**src/rtl/serial_subtractor.sv**
```systemverilog
// Bit-serial subtractor: difference = minuend - subtrahend - borrow_in,
// computed LSB-first through one full-subtractor cell and a borrow flop.
module serial_subtractor #(
    parameter int WIDTH = 8
) (
    input  logic             clock,
    input  logic             reset_n,
    input  logic             start_valid,
    output logic             start_ready,
    input  logic [WIDTH-1:0] minuend,
    input  logic [WIDTH-1:0] subtrahend,
    input  logic             borrow_in,
    output logic [WIDTH-1:0] difference,
    output logic             borrow_out,
    output logic             overflow,
    output logic             result_valid,
    input  logic             result_ready
);
    localparam int CNT_W = $clog2(WIDTH);
    localparam logic [CNT_W-1:0] LAST = CNT_W'(WIDTH - 1);

    typedef enum logic [1:0] {IDLE, RUN, DONE} state_t;

    state_t           state;
    logic [CNT_W-1:0] cnt;
    logic [WIDTH-1:0] a_sr, b_sr;
    logic             borrow_q;
    logic             a_bit, b_bit, d_bit, bout;

    // Full-subtractor cell on the current LSBs of the operand shift registers.
    always_comb begin
        a_bit = a_sr[0];
        b_bit = b_sr[0];
        d_bit = a_bit ^ b_bit ^ borrow_q;
        bout  = (~a_bit & b_bit) | (~(a_bit ^ b_bit) & borrow_q);
    end

    assign start_ready = (state == IDLE);

    always_ff @(posedge clock) begin
        if (!reset_n) begin
            state        <= IDLE;
            cnt          <= '0;
            borrow_q     <= 1'b0;
            a_sr         <= '0;
            b_sr         <= '0;
            difference   <= '0;
            borrow_out   <= 1'b0;
            overflow     <= 1'b0;
            result_valid <= 1'b0;
        end else begin
            case (state)
                IDLE: begin
                    if (start_valid) begin
                        a_sr     <= minuend;
                        b_sr     <= subtrahend;
                        borrow_q <= borrow_in;
                        cnt      <= '0;
                        state    <= RUN;
                    end
                end
                RUN: begin
                    a_sr       <= a_sr >> 1;
                    b_sr       <= b_sr >> 1;
                    difference <= {d_bit, difference[WIDTH-1:1]};
                    borrow_q   <= bout;
                    cnt        <= cnt + 1'b1;
                    if (cnt == LAST) begin
                        // Signed overflow: operand signs differ and result sign differs from minuend.
                        borrow_out   <= bout;
                        overflow     <= (a_bit != b_bit) & (d_bit != a_bit);
                        result_valid <= 1'b1;
                        state        <= DONE;
                    end
                end
                DONE: begin
                    if (result_ready) begin
                        result_valid <= 1'b0;
                        state        <= IDLE;
                    end
                end
                default: state <= IDLE;
            endcase
        end
    end
endmodule

```
**config.mk**
```make
export PLATFORM = sky130hd
export DESIGN_NAME = serial_subtractor
export DESIGN_NICKNAME = d
export VERILOG_FILES = /design/src/rtl/serial_subtractor.sv
export SDC_FILE = /design/constraint.sdc
export NUM_CORES = 1
export LEC_CHECK = 0
export ABC_AREA = 1
export CAP_MARGIN = 25
export CORE_AREA = 3 3 61 63
export DETAILED_ROUTE_END_ITERATION = 12
export DIE_AREA = 0 0 64 66
export PLACE_DENSITY = 0.8
export SLEW_MARGIN = 0
export SYNTH_ARGS = -nofsm -noshare
export SYNTH_HDL_FRONTEND = slang
export SYNTH_SLANG_ARGS = --single-unit
```
**constraint.sdc**
```tcl
create_clock -name clock -period 3.18 [get_ports clock]
set_clock_uncertainty 0.15 [all_clocks]
set_input_delay 0.795 -clock clock [delete_from_list [all_inputs] [get_ports clock]]
set_output_delay 0.795 -clock clock [all_outputs]
set_load 0.01 [all_outputs]
```
==> results.sh, run 1 <==
export IMPL_status="finished clean"
export IMPL_synth_area_leaders="dfxtp_1, nand2_1, inv_1"
export IMPL_syn_inst=243
export IMPL_reg2reg_slack_ps=1400
export IMPL_synth_nets=269
export IMPL_grt_pass1_vias=1265
export IMPL_slew_violations=0
export IMPL_die_w_um=64
export IMPL_grt_max_degree=33
export IMPL_max_slew_margin_pct=70.1
export IMPL_num_io_pins=33
export IMPL_synth_seq_cells=33
export IMPL_postCtsSetupRepairBufs=0
export IMPL_dieArea_um2=4220
export IMPL_yosysWarnings=0
export IMPL_drt_iter0_drc=81
export IMPL_synth_seq_area_share_pct=41.5
export IMPL_diodes=0
export IMPL_worst_path_max_fanout=4
export IMPL_synth_simple_area_share_pct=28.4
export IMPL_worstSetupPathType="reg2out"
export IMPL_layout_commonest_cell="nand2_1"
export IMPL_synthXorXnorAreaFrac_pct=0
export IMPL_ant_nets=0
export IMPL_cts_reportedPaths_clkPinSlew_ps=100
export IMPL_hp_start="result_valid$_SDFFE_PN0P_"
export IMPL_seq_area_um2=661
export IMPL_grt_pass1_wl_mm=5.71
export IMPL_r2r_start="state[0]$_SDFFE_PN0P_"
export IMPL_cts_tree="built"
export IMPL_cts_buffers=5
export IMPL_num_nets_final=301
export IMPL_synth_top_cell_by_area="dfxtp_1"
export IMPL_final_cell_mix="nand2_1, inv_1, nor2_1"
export IMPL_cp_arrival_ps=1490
export IMPL_drive_gt1_share_pct=4.35
export IMPL_pre_cts_slack_ps=890
export IMPL_leakagePower_nw=0.957
export IMPL_core_area_um2=3280
export IMPL_detailedRoute_firstPassIterationCount=4
export IMPL_clockBufferDepth=2
export IMPL_p_per_area_nw_per_um2=440
export IMPL_setup_slack_ps=740
export IMPL_hp_class="reg2reg"
export IMPL_min_to="result_valid$_SDFFE_PN0P_"
export IMPL_synth_top_family_by_area="simple AND/OR/NAND/NOR gates"
export IMPL_num_rows=21
export IMPL_drc=0
export IMPL_netlist_area_leader_share_pct=41.5
export IMPL_syn2layout_area_growth_pct=24.4
export IMPL_start_util_pct=48.5
export IMPL_wire_per_inst_um=10.0
export IMPL_multiInputGateArea_um2=703
export IMPL_endpoint_kind="output port"
export IMPL_clk_latency_ps=330
export IMPL_via_per_inst=4.52
export IMPL_tightest_slew_ps=447
export IMPL_rsz0062_at_grt="no"
export IMPL_cts_hold_buf=0
export IMPL_critPathLaunchType="flip-flop"
export IMPL_slowest_delay_ps=590
export IMPL_antenna_found_initial=0
export IMPL_p_total_w=0.000871
export IMPL_io_buffers=32
export IMPL_required_ps=2230
export IMPL_track_usage_pct=17.2
export IMPL_path_cells="nor2_1, clkdlybuf4s50_1"
export IMPL_gr_total_overflow=0
export IMPL_n_fill_cell=321
export IMPL_tns_ps=0
export IMPL_routabilityCongestion=0.755
export IMPL_cts_sinks=33
export IMPL_cts_root_buf="clkbuf_4"
export IMPL_synthAdderAreaFrac_pct=4.40
export IMPL_regToRegEndpoint="state[0]$_SDFFE_PN0P_"
export IMPL_dp_cells=314
export IMPL_crit_path_top_delay_cell="clkdlybuf4s50_1"
export IMPL_cts_resized=0
export IMPL_peakVddDrop_mv=0.287
export IMPL_fin_crit_ps=2440
export IMPL_muxShareOfSynthArea_pct=0
export IMPL_synth_compound_area_share_pct=11.4
export IMPL_htreeDepth=2
export IMPL_cap_violations=0
export IMPL_vias=1457
export IMPL_ff2ff_path_depth=5
export IMPL_final_cells=322
export IMPL_hold_viol=0
export IMPL_max_freq_mhz=410
export IMPL_post_route_period_util_pct=76.7
export IMPL_drt_total_wl_mm=3.22
export IMPL_syn_avg_cell_area_um2=6.55
export IMPL_dpl_hpwl_mm=2.21
export IMPL_netlist_area_um2=1590
export IMPL_min_path_cells=2
export IMPL_synth_cell_type_count=17
export IMPL_die_y_um=66
export IMPL_finalSetupViolations=0
critical path: cells and delay by family, from the launching register on:
| kind | cells | cell delay, ps |
|---|---|---|
| buffers and inverters | 1 | 590 |
| DFF | 1 | 350 |
| and+or+nand+nor | 1 | 230 |
report_power, final:
part	total (W)	switching [W]	internal [W]	leakage [nW]
registers	0.000460	0.0000144	0.000446	0.272
logic	0.000191	0.000104	0.0000868	0.653
clock network	0.000221	0.000136	0.0000841	0.0320
cells in the mapped netlist, drive strengths merged:
cell / count
ha: 4
clkbuf: 1
nor2: 36
buf: 9
inv: 44
nand2: 75
a21oi: 23
fa: 1
dfxtp: 33
nand3: 5
nand3b: 1
o21ai: 11
worst max path at each step:
stage                                     start                    to  slack [ps]  depth (start not counted)
after floorplan           state[0]$_SDFFE_PN0P_           start_ready        1510                          2
after global placement              start_valid  a_sr[0]$_SDFFE_PN0P_         950                          6
after detailed placement            start_valid  b_sr[6]$_SDFFE_PN0P_         890                          6
after CTS                 state[1]$_SDFFE_PN0P_           start_ready         720                          2
after global routing      state[1]$_SDFFE_PN0P_           start_ready         660                          2
final                     state[1]$_SDFFE_PN0P_           start_ready         740                          2
routing by layer:
metal  track usage (%)  up-vias  routed length [um]
li1                  -      783                   -
met1              21.5      642                1620
met4              8.63        0                  76
met5                 0        -                   0
met3              5.61        8                 135
met2              26.5       24                1390
sequential cells by signal, indices dropped and copies added (netlist names), 2 cells and up:
| signal | count |
|---|---|
| state | 2 |
| a_sr | 8 |
| b_sr | 8 |
| difference | 8 |
| cnt | 3 |
metrics by stage:
stage	hold slack [ps]	instance area [um2]	util [%]
after floorplan	289	1590	-
after global placement	302	1930	58.7
after detailed placement	307	1930	58.7
after CTS	327	1980	60.3
after global routing	351	1980	60.3
final	321	1980	60.3
area by class of cell:
type	count	share of cell area, %
multi-input combinational	156	35.5
sequential	33	33.4
timing repair buffer	35	17.3
inverter	44	8.34
tap	46	2.91
clock buffer	6	2.08
clock inverter	2	0.505
cell families (layout without fill, tap and decap cells):
group           count (synthesis)  in the layout
simple gates                  117            117
compound gates                 34             34
fa+ha+maj                       5              5
buf+inv                        54             87
flops                          33             33
Power figures use the tool's default switching activity.
==> run 2: changes to the inputs <==
==> constraint.sdc (replaced) <==
create_clock -name clock -period 2.25 [get_ports clock]
set_clock_uncertainty 0.15 [all_clocks]
set_input_delay 0.5625 -clock clock [delete_from_list [all_inputs] [get_ports clock]]
set_output_delay 0.5625 -clock clock [all_outputs]
set_load 0.01 [all_outputs]
==> run 2 against run 1 <==
- wire length decreased by 2.7%
- critical endpoint unchanged
- via count is 1.7% lower
- total power rose by 44%
- clock power grew 48%
- global-route usage is 0.98 points lower
- final area grew 1.5%
- hold slack got worse by 3.9 ps
- first-iteration DRC count fell by 9.9%
- worst setup slack worse by 650 ps
- sequential share of layout area decreased by 0.48 points
- count of clock-buffer cells in the layout increased by 1
- cell count increased by 0.62%
==> results.sh, run 2 (synthesis gave the netlist of run 1 again) <==
export IMPL_status="finished clean"
export IMPL_drive_gt1_share_pct=5.40
export IMPL_ff2ff_path_depth=5
export IMPL_crit_path_top_delay_cell="clkdlybuf4s50_1"
export IMPL_finalSetupViolations=0
export IMPL_slowest_delay_ps=570
export IMPL_peakVddDrop_mv=0.301
export IMPL_tns_ps=0
export IMPL_cts_buffers=5
export IMPL_endpoint_kind="output port"
export IMPL_postCtsSetupRepairBufs=0
export IMPL_clk_latency_ps=320
export IMPL_die_y_um=66
export IMPL_cts_reportedPaths_clkPinSlew_ps=100
export IMPL_dp_cells=317
export IMPL_drt_total_wl_mm=3.14
export IMPL_clockBufferDepth=2
export IMPL_drc=0
export IMPL_fin_crit_ps=2160
export IMPL_hold_viol=0
export IMPL_start_util_pct=48.5
export IMPL_vias=1432
export IMPL_htreeDepth=2
export IMPL_tightest_slew_ps=372
export IMPL_detailedRoute_firstPassIterationCount=4
export IMPL_grt_max_degree=20
export IMPL_slew_violations=0
export IMPL_reg2reg_slack_ps=660
export IMPL_final_cell_mix="nand2_1, inv_1, nor2_1"
export IMPL_r2r_start="state[0]$_SDFFE_PN0P_"
export IMPL_layout_commonest_cell="nand2_1"
export IMPL_max_slew_margin_pct=75.2
export IMPL_cts_sinks=33
export IMPL_cts_tree="built"
export IMPL_n_fill_cell=335
export IMPL_worstSetupPathType="reg2out"
export IMPL_via_per_inst=4.42
export IMPL_path_delay_family="buffers and inverters"
export IMPL_final_cells=324
export IMPL_core_area_um2=3280
export IMPL_cts_resized=0
export IMPL_pre_cts_slack_ps=229
export IMPL_hp_class="reg2reg"
export IMPL_cp_arrival_ps=1450
export IMPL_diodes=0
export IMPL_post_route_period_util_pct=96.2
export IMPL_grt_pass1_wl_mm=5.49
export IMPL_gr_total_overflow=0
export IMPL_cts_hold_buf=0
export IMPL_die_w_um=64
export IMPL_io_buffers=32
export IMPL_grt_pass1_vias=1310
export IMPL_regToRegEndpoint="difference[6]$_SDFFE_PN0P_"
export IMPL_num_rows=21
export IMPL_worst_path_max_fanout=4
export IMPL_required_ps=1540
export IMPL_dieArea_um2=4220
export IMPL_dpl_hpwl_mm=2.30
export IMPL_setup_slack_ps=86.5
export IMPL_num_nets_final=304
export IMPL_critPathLaunchType="flip-flop"
export IMPL_cap_violations=0
export IMPL_num_io_pins=33
export IMPL_top_regs="a_sr (8), b_sr (8), difference (8)"
export IMPL_wire_per_inst_um=9.69
export IMPL_hp_start="b_sr[7]$_SDFFE_PN0P_"
export IMPL_worst_path_buf_inv=1
export IMPL_antenna_found_initial=0
export IMPL_syn2layout_area_growth_pct=26.2
export IMPL_min_to="b_sr[7]$_SDFFE_PN0P_"
export IMPL_leakagePower_nw=0.971
export IMPL_p_per_area_nw_per_um2=623
export IMPL_rsz0062_at_grt="no"
export IMPL_max_freq_mhz=462
export IMPL_min_path_cells=2
export IMPL_ant_nets=0
export IMPL_track_usage_pct=16.2
export IMPL_drt_iter0_drc=73
export IMPL_routabilityCongestion=0.762
export IMPL_cts_root_buf="clkbuf_4"
export IMPL_path_cells="nor2_2, clkdlybuf4s50_1"
==> run 2: changes by cell type in the layout (fill, tap and decap cells not counted), sizes merged <==
cell    delta
buf        +3
clkinv     -2
clkbuf     +1
==> run 2: per-layer routing <==
metal	vias up	routed length [um]	global-route usage, %
li1	788	-	-
met1	615	1540	20.2
met2	22	1450	27.5
met3	7	97	3.06
met4	0	44	6.47
met5	-	0	0
==> run 2: worst max-delay path by stage <==
stage,start,end,slack (ps),cells past startpoint
6_report,state[1]$_SDFFE_PN0P_,start_ready,90,2
5_1_grt,state[1]$_SDFFE_PN0P_,start_ready,30,2
4_1_cts,state[1]$_SDFFE_PN0P_,start_ready,10,2
3_5_place_dp,start_valid,a_sr[3]$_SDFFE_PN0P_,230,6
3_3_place_gp,start_valid,b_sr[0]$_SDFFE_PN0P_,270,6
2_1_floorplan,state[0]$_SDFFE_PN0P_,start_ready,810,2
==> run 2: layout make-up <==
class                   count  area [um2]  share of cell area, %
repair buffers             38         365                   18.2
well taps                  46        57.6                   2.86
flip-flops and latches     33         661                   32.9
clock buffers               7        55.1                   2.74
multi-input cells         156         706                   35.1
inverters                  44         165                   8.22
==> run 2: where the power goes <==
part           internal, W  switching, W  leakage, nW  total, W
Combinational     0.000128      0.000146        0.668  0.000274
Clock             0.000147      0.000179       0.0314  0.000327
Sequential        0.000630     0.0000215        0.272  0.000651
==> run 2: worst reg2reg max path, stage by stage, from the launching register on <==
cell and delay, ps:
dfxtp_1 360, buf_4 260, nand2_2 180, buf_4 230, o21ai_0 240, nor2_1 70
==> run 2: through the flow <==
step	total power (W)	cell area [um2]	util (%)	hold slack, ps
after detailed placement	0.000938	1950	59.4	308
after global placement	0.000932	1950	59.4	308
after CTS	0.00127	2010	61.1	322
after floorplan	0.000841	1590	-	289
after global routing	0.00134	2010	61.2	353
final	0.00125	2010	61.2	317
==> run 3: changes to the inputs <==
--- a/config.mk
+++ b/config.mk
@@ -5,12 +5,13 @@
 export SDC_FILE = /design/constraint.sdc
 export NUM_CORES = 1
 export LEC_CHECK = 0
-export ABC_AREA = 1
+export ABC_AREA = 0
 export CAP_MARGIN = 25
-export CORE_AREA = 3 3 61 63
+export CORE_AREA = 3 3 70 53
 export DETAILED_ROUTE_END_ITERATION = 12
-export DIE_AREA = 0 0 64 66
-export PLACE_DENSITY = 0.8
+export DIE_AREA = 0 0 73 56
+export GPL_ROUTABILITY_DRIVEN = 0
+export PLACE_DENSITY = 0.79
 export SLEW_MARGIN = 0
 export SYNTH_ARGS = -nofsm -noshare
 export SYNTH_HDL_FRONTEND = slang
==> run 3 against run 2 <==
- combinational power is 23% lower
- critical endpoint unchanged
- wire length is 10% higher
- flip-flop and latch count stayed put
==> results.sh, run 3 <==
export IMPL_top_regs="a_sr (8), b_sr (8), difference (8)"
export IMPL_min_path_cells=2
export IMPL_track_usage_pct=18.7
export IMPL_synth_cell_type_count=32
export IMPL_syn_inst=161
export IMPL_layout_commonest_cell="dfxtp_1"
export IMPL_tns_ps=0
export IMPL_post_route_period_util_pct=87.6
export IMPL_syn2layout_area_growth_pct=28.3
export IMPL_slew_violations=0
export IMPL_final_cell_mix="dfxtp_1, clkdlybuf4s50_1, a21oi_1"
export IMPL_regToRegEndpoint="a_sr[6]$_SDFFE_PN0P_"
export IMPL_max_freq_mhz=507
export IMPL_hp_start="difference[0]$_SDFFE_PN0P_"
export IMPL_htreeDepth=2
export IMPL_leakagePower_nw=0.717
export IMPL_die_y_um=56
export IMPL_clk_latency_ps=280
export IMPL_hold_viol=0
export IMPL_required_ps=1540
export IMPL_start_util_pct=48.2
export IMPL_multiInputGateArea_um2=734
export IMPL_reg2reg_slack_ps=590
export IMPL_setup_slack_ps=278
export IMPL_synth_seq_area_share_pct=44.4
export IMPL_dieArea_um2=4090
export IMPL_dp_cells=225
export IMPL_n_fill_cell=237
export IMPL_num_io_pins=33
export IMPL_die_w_um=73
export IMPL_fin_area_um2=1910
export IMPL_grt_max_degree=29
export IMPL_critPathLaunchType="flip-flop"
export IMPL_netlist_area_leader_share_pct=44.4
export IMPL_min_to="difference[0]$_SDFFE_PN0P_"
export IMPL_dpl_hpwl_mm=2.53
export IMPL_wire_per_inst_um=14.9
export IMPL_detailedRoute_firstPassIterationCount=4
export IMPL_max_slew_margin_pct=64.4
export IMPL_gr_total_overflow=0
export IMPL_clockBufferDepth=2
export IMPL_synth_edf_count=0
export IMPL_cts_buffers=5
export IMPL_core_area_um2=3080
export IMPL_placed_area_um2=1830
export IMPL_finish_utilization_pct=61.8
export IMPL_grt_pass1_vias=1327
export IMPL_yosysMostFrequentCell="dfxtp_1"
export IMPL_synth_common_cells="dfxtp_1, a21oi_1, nand2_1, nor2_1, o221a_1"
export IMPL_cap_violations=0
export IMPL_p_per_area_nw_per_um2=668
export IMPL_pre_cts_slack_ps=80.4
export IMPL_synth_main_ff_cell="dfxtp_1"
export IMPL_peakVddDrop_mv=0.312
export IMPL_ff2ff_path_depth=4
export IMPL_finalSetupViolations=0
export IMPL_fin_crit_ps=1970
export IMPL_postCtsSetupRepairBufs=0
export IMPL_async_reset_ff_share_pct=0
export IMPL_vias=1311
export IMPL_endpoint_kind="output port"
export IMPL_drt_total_wl_mm=3.46
export IMPL_cts_sinks=33
export IMPL_cts_hold_buf=0
export IMPL_num_nets_final=220
export IMPL_drive_gt1_share_pct=8.21
export IMPL_via_per_inst=5.63
export IMPL_antenna_found_initial=0
export IMPL_worst_path_max_fanout=2
export IMPL_hp_class="reg2reg"
export IMPL_cp_arrival_ps=1260
export IMPL_final_cells=233
export IMPL_synth_top_cell_by_area="dfxtp_1"
export IMPL_ant_nets=0
export IMPL_io_buffers=32
export IMPL_rsz0062_at_grt="no"
export IMPL_synth_area_leaders="dfxtp_1, o221a_1, a21oi_1"
export IMPL_seq_area_um2=661
export IMPL_cts_resized=0
export IMPL_r2r_start="state[0]$_SDFFE_PN0P_"
export IMPL_drc=0
export IMPL_num_rows=17
export IMPL_cts_reportedPaths_clkPinSlew_ps=60
export IMPL_diodes=0
export IMPL_syn_avg_cell_area_um2=9.23
export IMPL_yosysWarnings=0
export IMPL_netlist_area_um2=1490
export IMPL_cts_root_buf="clkbuf_8"
export IMPL_grt_pass1_wl_mm=5.95
export IMPL_drt_iter0_drc=96
export IMPL_cts_tree="built"
export IMPL_synth_seq_cells=33
export IMPL_synth_nets=187
export IMPL_status="finished clean"
export IMPL_worstSetupPathType="reg2out"
export IMPL_tightest_slew_ps=533
==> run 3: cell types whose count changed after synthesis, sizes merged, moves of 5 or more <==
cell,previous run,this run
inv,44,7
a2bb2oi,0,6
nor2,36,18
nand2,75,17
nor2b,0,7
o21ai,11,3
o221a,0,12
a21oi,23,18
==> run 3: report_power, final <==
group | total, W | switching [W] | internal, W | leakage (nW)
clock network | 0.000417 | 0.000197 | 0.000219 | 0.0395
logic | 0.000212 | 0.000102 | 0.000110 | 0.407
registers | 0.000644 | 0.0000232 | 0.000621 | 0.271
==> run 3: worst max-delay path by stage <==
stage / from / endpoint / slack (ps)
global route: state[0]$_SDFFE_PN0P_ / start_ready / 230
finish: state[0]$_SDFFE_PN0P_ / start_ready / 280
CTS: state[0]$_SDFFE_PN0P_ / start_ready / 260
detailed placement: start_valid / a_sr[6]$_SDFFE_PN0P_ / 80
global placement: start_valid / b_sr[0]$_SDFFE_PN0P_ / 160
floorplan: state[1]$_SDFFE_PN0P_ / start_ready / 680
==> run 3: critical path: stages, from the launching register on <==
cell and delay (ps):
dfxtp_1 310, nor2_1 120, clkdlybuf4s50_1 550
==> run 3: logic make-up after synthesis <==
family	Yosys count	synth area share [%]
AOI/OAI and AO/OA	52	27.6
adders and majority gates	5	4.71
and+or+nand+nor	52	16.5
DFF	33	44.4
buffers and inverters	18	6.14
xor gates and xnor gates	1	0.589
==> run 3: final cells by class <==
type	instances	area share (%)
repair buffers	37	18.8
multi-input cells	110	38.5
flip-flops and latches	33	34.6
inverters	7	1.38
well taps	38	2.49
clock buffers	8	4.20
==> run 3: stage by stage <==
step,hold slack (ps),total power [W]
floorplan,294,0.000791
global placement,294,0.000856
detailed placement,308,0.000868
CTS,316,0.00128
global route,344,0.00133
finish,311,0.00127
==> run 3: layer usage <==
layer,wire length [um],up-vias,share of wire (%),GRT usage [%]
met1,1610,625,46,23.6
met5,0,-,0,0
met4,68,0,2.0,6.84
met2,1610,35,46,28.7
met3,177,7,5.1,6.86
li1,-,644,-,-
